<file path="src/rtl/lls_seq.sv">
// Sequential left shifter: one bit per clock, valid/ready on both the operand and the result side.
// Optional build macro LLS_ROTATE_EN adds the in_rot port, which selects a rotate-left instead of a zero-fill shift.
module lls_seq #(
  parameter int WIDTH   = 32,
  parameter int SHAMT_W = 5
) (
  input  logic               clk,
  input  logic               rst_n,
  input  logic               in_valid,
  output logic               in_ready,
  input  logic [WIDTH-1:0]   in_num,
  input  logic [SHAMT_W-1:0] in_shamt,
`ifdef LLS_ROTATE_EN
  input  logic               in_rot,
`endif
  output logic               out_valid,
  input  logic               out_ready,
  output logic [WIDTH-1:0]   result,
  output logic               busy
);

  typedef enum logic [1:0] {
    IDLE  = 2'd0,
    SHIFT = 2'd1,
    DONE  = 2'd2
  } state_t;

  state_t             state;
  logic [WIDTH-1:0]   work;
  logic [SHAMT_W-1:0] cnt;
  logic [WIDTH-1:0]   shifted;
  logic               accept;

  assign in_ready = (state == IDLE);
  assign busy     = (state != IDLE);
  assign accept   = in_valid & in_ready;

`ifdef LLS_ROTATE_EN
  logic rot_q;

  // In rotate mode the bit leaving the MSB re-enters at the LSB.
  assign shifted = {work[WIDTH-2:0], rot_q & work[WIDTH-1]};
`else
  assign shifted = work << 1;
`endif

  // NOTE: every register is cleared by the asynchronous reset, so an aborted
  // operation leaves no stale work, count or result behind.
  always_ff @(posedge clk or negedge rst_n) begin
    if (!rst_n) begin
      state     <= IDLE;
      work      <= '0;
      cnt       <= '0;
      result    <= '0;
      out_valid <= 1'b0;
`ifdef LLS_ROTATE_EN
      rot_q     <= 1'b0;
`endif
    end else begin
      // NOTE: non-blocking assignments so that every branch reads the
      // pre-edge value of work and cnt.
      case (state)
        IDLE: begin
          if (accept) begin
            work <= in_num;
            cnt  <= in_shamt;
`ifdef LLS_ROTATE_EN
            rot_q <= in_rot;
`endif
            if (in_shamt == '0) begin
              result    <= in_num;
              out_valid <= 1'b1;
              state     <= DONE;
            end else begin
              state <= SHIFT;
            end
          end
        end
        SHIFT: begin
          work <= shifted;
          cnt  <= cnt - SHAMT_W'(1);
          if (cnt == SHAMT_W'(1)) begin
            result    <= shifted;
            out_valid <= 1'b1;
            state     <= DONE;
          end
        end
        DONE: begin
          if (out_ready) begin
            out_valid <= 1'b0;
            state     <= IDLE;
          end
        end
        default: begin
          out_valid <= 1'b0;
          state     <= IDLE;
        end
      endcase
    end
  end

endmodule

</file>
<file path="config.mk">
export PLATFORM = sky130hd
export DESIGN_NAME = lls_seq
export DESIGN_NICKNAME = d
export VERILOG_FILES = /design/src/rtl/lls_seq.sv
export SDC_FILE = /design/constraint.sdc
export NUM_CORES = 1
export LEC_CHECK = 0
export CORE_MARGIN = 3
export CORE_UTILIZATION = 50
export DETAILED_ROUTE_END_ITERATION = 12
export PLACE_DENSITY_LB_ADDON = 0.3
export SYNTH_ARGS = -nofsm -noshare
export SYNTH_HDL_FRONTEND = slang
export SYNTH_SLANG_ARGS = --single-unit
export TNS_END_PERCENT = 20
</file>
<file path="constraint.sdc">
create_clock -name clk -period 2.2 [get_ports clk]
set_input_delay 0.22 -clock clk [delete_from_list [all_inputs] [get_ports clk]]
set_output_delay 0.22 -clock clk [all_outputs]
set_load 0.03 [all_outputs]
</file>
==> results of run 1 <==
stage by stage:
step / setup slack [ns] / TNS, ns / hold WS (ns)
2_1_floorplan: 0.382 / 0 / -0.0756
3_3_place_gp: -0.169 / -4.98 / 0.401
3_5_place_dp: -0.195 / -5.43 / 0.398
4_1_cts: 0.103 / 0 / 0.0251
5_1_grt: 0.0275 / 0 / 0.0658
6_report: 0.136 / 0 / 0.000156
flip-flops by register name, indices dropped and copies added (netlist names):
name,count
result,32
work,31
cnt,5
state,2
out_valid,1
repair_timing:
item	CTS	global route
endpoints found under the hold margin	0	0
endpoints found under the setup margin	0	27
hold buffers	0	0
resized for setup	0	1
power groups by stage:
stage | Sequential (uW) | Clock [uW] | Combinational, uW
2_1_floorplan | 2940 | 0 | 1830
3_3_place_gp | 2420 | 0 | 3470
3_5_place_dp | 2430 | 0 | 3560
4_1_cts | 2420 | 1170 | 3570
5_1_grt | 2510 | 1240 | 3850
6_report | 2420 | 1140 | 3530
final cells by class:
cell class / instances / area, um2 / share of cell area [%]
clock buffers: 11 / 141 / 3.31
clock inverters: 5 / 81.3 / 1.90
inverters: 32 / 120 / 2.81
multi-input cells: 175 / 1220 / 28.7
flip-flops and latches: 71 / 1780 / 41.6
well taps: 75 / 93.8 / 2.20
repair buffers: 83 / 833 / 19.5
worst max path at each step:
stage	to	slack (ns)	cells after the start
floorplan	result[28]	0.38	5
CTS	result[8]	0.10	7
global route	in_ready	0.03	2
finish	result[8]	0.14	6
detailed placement	result[3]	-0.20	6
global placement	result[4]	-0.17	6
cells in the final DEF (no fill, tap or decap), drive strengths merged:
| cell | count |
|---|---|
| or3 | 2 |
| o21ba | 1 |
| buf | 9 |
| nand3 | 3 |
| inv | 32 |
| mux2i | 55 |
| o22a | 2 |
| o21a | 1 |
| bufinv | 2 |
| and3b | 1 |
| clkinvlp | 1 |
| nand2b | 2 |
| clkinv | 2 |
| clkdlybuf4s50 | 74 |
| nor2 | 5 |
| clkbuf | 11 |
| or4 | 1 |
| o22ai | 2 |
| a211oi | 1 |
| dfrtp | 71 |
| o21bai | 1 |
| a21oi | 6 |
| o21ai | 33 |
| nor4b | 1 |
| o31ai | 2 |
| nor3b | 1 |
| mux2 | 7 |
| nand2 | 44 |
| ha | 2 |
| nor2b | 1 |
| nor3 | 1 |
layer usage:
layer | wire, um | global-route usage [%]
met1 | 3070 | 26.7
met2 | 3000 | 27.8
met3 | 319 | 4.23
met4 | 55 | 7.77
met5 | 0 | 0
logic make-up after synthesis:
group / after synthesis / synth area share (%)
fa+ha+maj: 2 / 0.781
compound gates: 49 / 8.52
buf+inv: 47 / 7.07
flops: 71 / 55.5
simple gates: 62 / 8.36
mux: 62 / 19.8
worst max-delay path: stages:
cell	delay, ns
clkdlybuf4s50_1	0.43
or4_1	0.52
o21a_1	0.19
or3_2	0.52
buf_12	0.22
mux2i_1	0.18
==> results.ini, run 1 <==
[die]
die_x_um = 86.0
row_count = 28
die_height_um = 86.0
initial_core_util_pct = 52.8
dieArea_um2 = 7400
ios = 76
core-area_um2 = 6060

[critical_path]
critPathCaptureType = flop
timing.rr.start = cnt[1]
critical_path_class = input pin to flop
cp_data_arrival_time_ns = 2.30
worstSetupStartpoint = in_shamt[1]
timing.rr.end = result[8]
start_kind = input pin
regToRegSetupSlack_ns = 0.21
critPathRequiredTime_ns = 2.44
crit_fanout = 21
reg2regPathDepth = 7

[cells_and_area]
nFillCells = 474
post-route-util_pct = 70.5
finalInstanceArea_um2 = 4270
diodes = 0
drive_gt1_share_pct = 9.55
syn2layout_area_growth_pct = 33.4
final_cells = 452
fin_nets = 415

[pwr]
power_frac_comb_pct = 49.7
ir_worst_vdd_mv = 0.886
leakage_uw = 0.00206
power_density_nw_per_um2 = 1660
switching_power_uw = 2850
p_clk_share_pct = 16.1
p_int_uw = 4240
seqPwrFrac_pct = 34.2
swShare_pct = 40.2
total_power_uw = 7090

[grt]
antenna_found_initial = 0
grt_use_total_pct = 18.8
grt_pass1_wl_mm = 10.9
grt_pass1_vias = 2243
grt_max_degree = 72
grt-ovfl-total = 0

[clock_network]
cts_buffer_depth = 2
clk_latency_ns = 0.33
cts-root-buf = clkbuf_8
cts_sinks = 71
clk_pin_slew_ns = 0.08
cts_tree = done
htree_levels = 3
post_cts_buffers = 0
cts_buffers = 9

[timing]
setup_viol_count_final = 0
rsz0062_at_grt = false
relSlewSlack_pct = 41.2
period_needed_ns = 2.06
min_period_over_period_pct = 93.8
hold_viol = 0
final-max-slew-violation-count = 0
worst_pin_slew_ns = 0.882
fin_skew_ns = 0.0106
max_freq_mhz = 485

[placement]
io_buffers = 75
placed_cell_area_um2 = 4040
dp.cells = 436
hpwl_mm = 4.36
gp_congestion = 0.713

[drt]
drt-total-wl_mm = 6.44
drtIter0Drc = 87
via_per_inst = 4.96
drt-pass1-iter-count = 4
drtAntennaViolNets = 0
wire_per_inst_um = 14.2
vias = 2243
drcViolationCount = 0

[synthesis]
yosysUniqueCellTypes = 31
yosys-top-cells-count = dfrtp_1 (71), mux2i_1 (55), nand2_1 (44)
yosysSeqAreaShare_pct = 55.5
synth_edf_count = 0
syn_area_per_cell_um2 = 10.9
synthTopCellsByArea = dfrtp_1 (55%), mux2i_1 (17%), nand2_1 (5.2%), o21ai_0 (5.2%), inv_1 (3.8%)
syn-cell-area_um2 = 3200
ys_seq_elements = 71
netlist.area_leader.share_pct = 55.5
synth_area_leader_cell = dfrtp_1
syn_inst = 293
synth_flop_cell = dfrtp_1
synth.most_common_cell = dfrtp_1
ys_warn_count = 0
syn_nets = 336
ys_async_sr_fraction_pct = 100

[job]
maxCapViolations = 0

[min_path]
min_path_type = input pin to async pin

[status]
outcome = completed

No activity file was read; power rests on OpenSTA's default activity.
==> run 2: changes to the inputs <==
- clock period: 2.2 -> 2.02 ns (I/O delays scaled with it)
==> results.ini, run 2 (same netlist as run 1, synthesis figures left out) <==
[clock_network]
cts_buffer_depth = 2
cts_sinks = 71
clk_latency_ns = 0.33
clk_pin_slew_ns = 0.08
cts_tree = done
cts-root-buf = clkbuf_8
cts_buffers = 9
htree_levels = 3
postCtsHoldBufs = 0

[drt]
drcViolationCount = 0
drt-pass1-iter-count = 4
drt-total-wl_mm = 6.59
wire_per_inst_um = 14.4
drtIter0Drc = 83
via_per_inst = 5.09
wl_met2_mm = 3.15
m1WireLength_mm = 3.09
drtAntennaViolNets = 0
dr_wl_met3_um = 315
top_layer_used = met4
vias = 2331

[cells_and_area]
layout_common_cells = clkdlybuf4s50_1 (73), dfrtp_1 (71), mux2i_1 (55), nand2_1 (44), o21ai_0 (33)
diodes = 0
mostFrequentLayoutCell = clkdlybuf4s50_1
drive_gt1_share_pct = 11.2
nFillCells = 483
regMostFlops = result
largest_registers = result x32, work x31, cnt x5
largest_register_ffs = 32
post-route-util_pct = 71.0
fin_nets = 422
syn2layout_area_growth_pct = 34.4
finalInstanceArea_um2 = 4300

[die]
dieArea_um2 = 7400
core-area_um2 = 6060
ios = 76
row_count = 28
die_height_um = 86.0
die_x_um = 86.0
initial_core_util_pct = 52.8

[pwr]
leakage_uw = 0.00210
ir_worst_vdd_mv = 0.950
power_density_nw_per_um2 = 1790

[grt]
grt-ovfl-total = 0
grt_pass1_vias = 2417
grt_max_degree = 72
grt_pass1_wl_mm = 11.1
grt_use_total_pct = 18.8
antenna_found_initial = 0

[timing]
final-max-slew-violation-count = 0
fin_skew_ns = 0.0107
rsz0062_at_grt = false
holdWs_ns = -0.00594
hold_viol = 3
max_freq_mhz = 534
setup_viol_count_final = 0
layout_setup_ws_ns = 0.147
worst_pin_slew_ns = 0.900
relSlewSlack_pct = 40.0
min_period_over_period_pct = 92.7
fin_setup_tns_ns = 0
period_needed_ns = 1.87

[critical_path]
crit_fanout = 8
critical_path_class = flop to primary output
cp_data_arrival_time_ns = 1.67
critPathCaptureType = primary output
start_kind = flop
critPathRequiredTime_ns = 1.82

[job]
maxCapViolations = 0

[placement]
hpwl_mm = 4.57
io_buffers = 75
gp_congestion = 0.744
placed_cell_area_um2 = 4100
pre_cts_ws_ns = -0.366

[status]
outcome = finished, violations left
violations = hold timing

[min_path]
min_path_type = input pin to async pin

[run 2: cell count changes in the layout (fill, tap and decap cells not counted)]
cell,change
buf_4,+7
clkinv_2,+1
bufinv_16,-1
clkinvlp_4,-1
clkdlybuf4s50_1,-1
clkbuf_1,-1
or3_4,+1
inv_6,+1
or3_2,-1
dlymetal6s2s_1,+1
[run 2: power by group]
group	switching, uW	internal, uW	leakage [uW]
clock	522	600	0.000103
combinational	2180	1810	0.00115
sequential	438	2160	0.000852
[run 2: repair_timing]
item / in CTS / in global routing
resized for setup: 2 / 1
endpoints found under the setup margin: 32 / 1
setup buffers: 0 / 0
cloned: 0 / 0
[run 2: area by class of cell]
type	instances	area (um2)	area share (%)
sequential	71	1780	41.3
clock inverter	5	57.6	1.34
multi-input combinational	175	1230	28.6
inverter	32	120	2.79
tap	75	93.8	2.18
clock buffer	10	138	3.20
timing repair buffer	90	888	20.6
[run 2: worst paths after layout]
| path | slack [ns] | to | start | cells after the start |
|---|---|---|---|---|
| max | 0.15 | busy | state[1] | 3 |
| min | -0.006 | cnt[4] | rst_n | 1 |
| max reg2reg | 0.20 | result[23] | cnt[1] | 7 |
| min reg2reg | 0.47 | work[29] | work[29] | 2 |
| max in group asynchronous | 1.44 | result[1] | rst_n | 1 |
| min in group clk | 0.45 | state[1] | out_ready | 2 |
[run 2: metal layers]
metal  global-route usage (%)  vias up
met4                     6.47        0
li1                         -     1145
met5                        0        -
met1                     25.4     1130
met3                     3.84        4
met2                     30.1       52
[run 2: per-stage QoR]
stage                     hold slack [ns]  cells  total power (uW)
after global placement              0.380    443              6510
after CTS                          0.0207    458              7790
after global routing               0.0335    458              8250
after floorplan                   -0.0936    293              5200
after detailed placement            0.382    443              6630
final                            -0.00594    458              7710
[run 2: worst max-delay path, cell delays in order (launching register included)]
cell             delay [ns]
dfrtp_1                0.47
nor2_1                 0.23
inv_1                  0.06
clkdlybuf4s50_1        0.59
==> run 3: changes to the inputs <==
- ABC_CLOCK_PERIOD_IN_PS: default -> 2020
==> results of run 3 <==
Same layout as run 2: the final DEF is identical, and so are final timing and power.
